[src/rtl/bios_loader.sv]
// bios_loader: packs the HPS ioctl byte stream little-endian into DW-bit
// words and writes them to BIOS storage over a ready handshake.
module bios_loader #(
  parameter int DW    = 16,
  parameter int AW    = 13,
  parameter int INDEX = 0
) (
  input  logic          clock,
  input  logic          reset_n,
  input  logic          ioctl_download,
  input  logic [7:0]    ioctl_index,
  input  logic          ioctl_wr,
  input  logic [24:0]   ioctl_addr,
  input  logic [7:0]    ioctl_dout,
  output logic          ioctl_wait,
  output logic          mem_we,
  output logic [AW-1:0] mem_a,
  output logic [DW-1:0] mem_d,
  input  logic          mem_ready,
  output logic          bios_loaded,
  output logic          error
);

  localparam int BPW = DW / 8;
  localparam int L   = $clog2(BPW);
  localparam int LW  = (L > 0) ? L : 1;

  typedef enum logic [1:0] {
    IDLE, LOAD, FLUSH, DONE
  } state_t;

  state_t state, state_nx;

  logic [DW-1:0] buffer;
  logic [AW-1:0] addr_q;
  logic          valid;

  logic          sel, start, entry;
  logic          strobe, range_bad, fault, take;
  logic          first, last, flush_go;
  logic [LW-1:0] lane;
  logic [LW+2:0] sh;
  logic [AW-1:0] word, addr_wr;
  logic [DW-1:0] buf_in, buf_wr;

  assign sel   = (ioctl_index == 8'(INDEX));
  assign start = ioctl_download && sel;
  assign entry = start && (state == IDLE || state == DONE);

  assign lane      = LW'(ioctl_addr & 25'(BPW - 1));
  assign word      = AW'(ioctl_addr >> L);
  assign range_bad = (ioctl_addr >> (L + AW)) != 25'd0;

  // A strobe while a write is still outstanding would overrun the buffer.
  assign strobe = (state == LOAD) && ioctl_wr && sel;
  assign fault  = strobe && (range_bad || mem_we);
  assign take   = strobe && !fault;

  assign first   = (lane == '0);
  assign last    = (lane == LW'(BPW - 1));
  assign sh      = {lane, 3'b000};
  assign buf_in  = first ? '0 : buffer;
  assign buf_wr  = (buf_in & ~(DW'(8'hFF) << sh))
                 | (DW'(ioctl_dout) << sh);
  assign addr_wr = first ? word : addr_q;

  assign flush_go = (state == FLUSH) && valid
                 && (!mem_we || mem_ready);

  assign ioctl_wait = mem_we;

  always_ff @(posedge clock or negedge reset_n) begin
    if (!reset_n) state <= IDLE;
    else          state <= state_nx;
  end

  always_comb begin
    state_nx = state;
    unique case (state)
      IDLE:    if (start) state_nx = LOAD;
      LOAD:    if (!ioctl_download) state_nx = FLUSH;
      FLUSH:   if (!valid && !mem_we) state_nx = DONE;
      DONE:    if (start) state_nx = LOAD;
      default: state_nx = IDLE;
    endcase
  end

  always_ff @(posedge clock or negedge reset_n) begin
    if (!reset_n) begin
      mem_we      <= 1'b0;
      mem_a       <= '0;
      mem_d       <= '0;
      buffer      <= '0;
      addr_q      <= '0;
      valid       <= 1'b0;
      error       <= 1'b0;
      bios_loaded <= 1'b0;
    end else begin
      bios_loaded <= (state_nx == DONE);
      if (mem_we && mem_ready) mem_we <= 1'b0;
      if (entry) begin
        buffer <= '0;
        valid  <= 1'b0;
        error  <= 1'b0;
      end else if (fault) begin
        error <= 1'b1;
      end else if (take && last) begin
        mem_we <= 1'b1;
        mem_a  <= addr_wr;
        mem_d  <= buf_wr;
        buffer <= '0;
        valid  <= 1'b0;
      end else if (take) begin
        buffer <= buf_wr;
        addr_q <= addr_wr;
        valid  <= valid || first;
      end else if (flush_go) begin
        mem_we <= 1'b1;
        mem_a  <= addr_q;
        mem_d  <= buffer;
        buffer <= '0;
        valid  <= 1'b0;
      end
    end
  end

endmodule

[config.mk]
export PLATFORM = sky130hd
export DESIGN_NAME = bios_loader
export DESIGN_NICKNAME = d
export VERILOG_FILES = /design/src/rtl/bios_loader.sv
export SDC_FILE = /design/constraint.sdc
export NUM_CORES = 1
export LEC_CHECK = 0
export BUFFER_PORTS_ARGS = -buffer_cell sky130_fd_sc_hd__buf_2
export CORE_UTILIZATION = 47
export DETAILED_ROUTE_END_ITERATION = 6
export PLACE_DENSITY = 0.74
export SYNTH_ARGS = -nofsm -noshare
export SYNTH_HDL_FRONTEND = slang
export SYNTH_SLANG_ARGS = --single-unit
[constraint.sdc]
create_clock -name clock -period 3.4 [get_ports clock]
set_clock_uncertainty 0.2 [all_clocks]
set_input_delay 0.51 -clock clock [delete_from_list [all_inputs] [get_ports clock]]
set_output_delay 0.51 -clock clock [all_outputs]
set_load 0.01 [all_outputs]
==> impl_metrics.yaml <==
setup_path:
  worstPathRequired_ns: 3.41
  critPathKind: "in2reg"
  cp_data_arrival_time_ns: 2.52
  path_cells: "buf_2 > or4_1 > nor2_2 > nand4_4 > a21boi_4 > buf_4 > mux2_2"
  critical_path.slowest_cell: "or4_1"
  crit_path_end_kind: "register"
  cpPeakStageDelay_ns: 0.55
  crit_fanout: 18
  crit_buf_inv: 2
  cp-start-kind: "input port"
  cp_top_family: "simple AND/OR/NAND/NOR gates"
clocking:
  path_clk_slew_ns: 0.07
  cts_tree: "built"
  cts_root_buf: "clkbuf_8"
  clock_latency_ns: 0.33
  cts_buffers: 9
  cts.sinks: 64
  htreeDepth: 3
  clk_path_buf_depth: 2
layout:
  fill_cells: 436
  seqCellArea_sq_um: 1600
  final_cell_mix: "buf_2, dfrtp_1, mux2_2"
  final_nets: 314
  final_common_cell: "buf_2"
  layoutNonFillerInstCount: 341
  n_antenna_cell: 0
  area_growth_pct: 25.2
  drive_gt1_share_pct: 58.0
  multi_input_area_sq_um: 1020
synth:
  synthFlopType: "dfrtp_1"
  syn_area_per_cell_sq_um: 15.1
  ys_seq_elements: 64
  ys_seq_area_share_pct: 59.6
  synth.distinct_cells: 33
  syn_inst: 178
  synth_top_area_cell: "dfrtp_1"
  syn_nets: 227
  synth_top_area_share_pct: 59.6
  yosys-top-cells-area: "dfrtp_1, mux2_2, mux2_4"
  synth.cell_area_sq_um: 2690
  ys_warn_count: 0
  synth_edf_count: 0
  async_reset_ff_share_pct: 100
global_route:
  antenna_found_initial: 0
  grt_pass1_vias: 1785
  grt_max_degree: 46
  grt_usage_pct: 18.6
  grt_overflow_total: 0
  grt_pass1_wl_um: 8490
route:
  wl_per_cell_um: 14.6
  finalWirelength_um: 4980
  vias: 1718
  via_per_inst: 5.04
  antenna_left: 0
  firstDrtPassIters: 4
  drc: 0
  first_iter_violations: 79
job:
  maxCapViolations: 0
sta:
  maxSlewHeadroom_pct: 62.4
  finalHoldViolations: 0
  fin_crit_sh_pct: 73.8
  setup_viol: 0
  drv_slew: 0
  tightest_slew_ns: 0.564
  rsz0062_at_grt: "false"
  max_freq_mhz: 399
  tns_ns: 0
  holdWs_ns: 0.207
  fin_crit_ns: 2.51
pwr:
  share_comb_of_total_power_pct: 10.2
  seq_power_share_pct: 48.7
  net-switching-power_uw: 378
  p_leak_nw: 1.85
  p_sw_share_pct: 23.2
  vdd_ir_drop_max_mv: 0.309
  p_int_mw: 1.25
  cellPowerDensity_nw_per_um2: 485
  clockPowerShare_pct: 41.1
floorplanning:
  die_y_um: 77.6
  num_rows: 27
  start_util_pct: 48.8
  die_w_um: 77.6
  core_sq_um: 5510
  ios: 79
  dieArea_sq_um: 6020
run_status:
  status: "complete, no violations"
place:
  dp_cells: 325
  hpwl_um: 3490
  gp_congestion: 0.763
  port_buffers: 78
min_path:
  hold_path_class: "in2reg"
==> cell usage after synthesis (2+ instances only) <==
library cell,number
dfrtp_1,64
nor2_1,2
buf_4,3
nor4_1,3
a21o_1,2
buf_2,3
mux2_2,40
inv_1,3
nand3_1,2
ha_1,3
and3_1,2
and2_1,10
mux2_4,10
nand2_1,5
a22o_1,8
==> final timing paths <==
kind / from / endpoint / slack (ns) / depth (start not counted)
max: ioctl_index[3] / mem_a[4] / 0.89 / 7
min: ioctl_addr[13] / addr_q[12] / 0.21 / 2
min reg2reg: buffer[11] / buffer[11] / 0.28 / 1
max reg2reg: state[1] / buffer[1] / 0.92 / 7
min in group asynchronous: reset_n / mem_d[13] / 0.45 / 2
max in group asynchronous: reset_n / addr_q[3] / 1.65 / 3
==> final cells by class <==
class                   instances  area share, %
clock buffers                  12           4.91
multi-input cells             103           30.3
flip-flops and latches         64           47.6
inverters                       3          0.335
well taps                      72           2.68
clock inverters                 3           1.19
repair buffers                 84           13.0
==> logic make-up (layout without fill, tap and decap cells) <==
group / count (synthesis) / count (layout) / share of synthesized area (%)
buffers and inverters: 11 / 102 / 2.98
AOI/OAI and AO/OA: 18 / 18 / 5.54
adders and majority gates: 3 / 3 / 1.40
and+or+nand+nor: 32 / 32 / 8.15
DFF: 64 / 64 / 59.6
muxes: 50 / 50 / 22.3
==> metrics by stage <==
stage | utilization, % | setup slack, ns | area, sq um | total power, mW
2_1_floorplan | - | 0.843 | 2690 | 0.910
5_1_grt | 61.1 | 0.745 | 3370 | 1.69
4_1_cts | 61.1 | 0.904 | 3370 | 1.65
3_3_place_gp | 57.2 | 0.611 | 3150 | 0.975
6_report | 61.1 | 0.892 | 3370 | 1.63
3_5_place_dp | 57.2 | 0.542 | 3150 | 0.978
==> worst reg2reg max path, delay by kind of cell, from the launching register on <==
family                   cells  cell delay [ns]
AO/OA/AOI/OAI                1             0.22
adder cells (fa/ha/maj)      1             0.20
buffers and inverters        1             0.08
flip-flops                   1             0.41
AND/OR/NAND/NOR              4             1.30
==> per-layer routing <==
| layer | wire length (um) | up-vias | global-route usage (%) |
|---|---|---|---|
| met2 | 2350 | 43 | 28.1 |
| met5 | 0 | - | 0 |
| met4 | 75 | 0 | 9.06 |
| met3 | 221 | 9 | 5.41 |
| li1 | - | 813 | - |
| met1 | 2330 | 853 | 24.3 |
==> power groups by stage <==
stage / registers (mW) / clock network [mW] / logic, mW
2_1_floorplan: 0.809 / 0 / 0.100
3_3_place_gp: 0.809 / 0 / 0.167
3_5_place_dp: 0.810 / 0 / 0.169
4_1_cts: 0.795 / 0.680 / 0.169
5_1_grt: 0.797 / 0.706 / 0.191
6_report: 0.795 / 0.670 / 0.167
==> state kept, by name, indices dropped and copies added, names as in the netlist, 2 cells and up <==
register / count
mem_a: 13
buffer: 16
addr_q: 13
state: 2
mem_d: 16
==> what timing repair did <==
item,CTS,global route
hold endpoints to repair,19,0
setup buffers,0,0
resized for setup,0,0
hold buffers,1,0
Note: power is estimated with default switching activity, not from simulation.
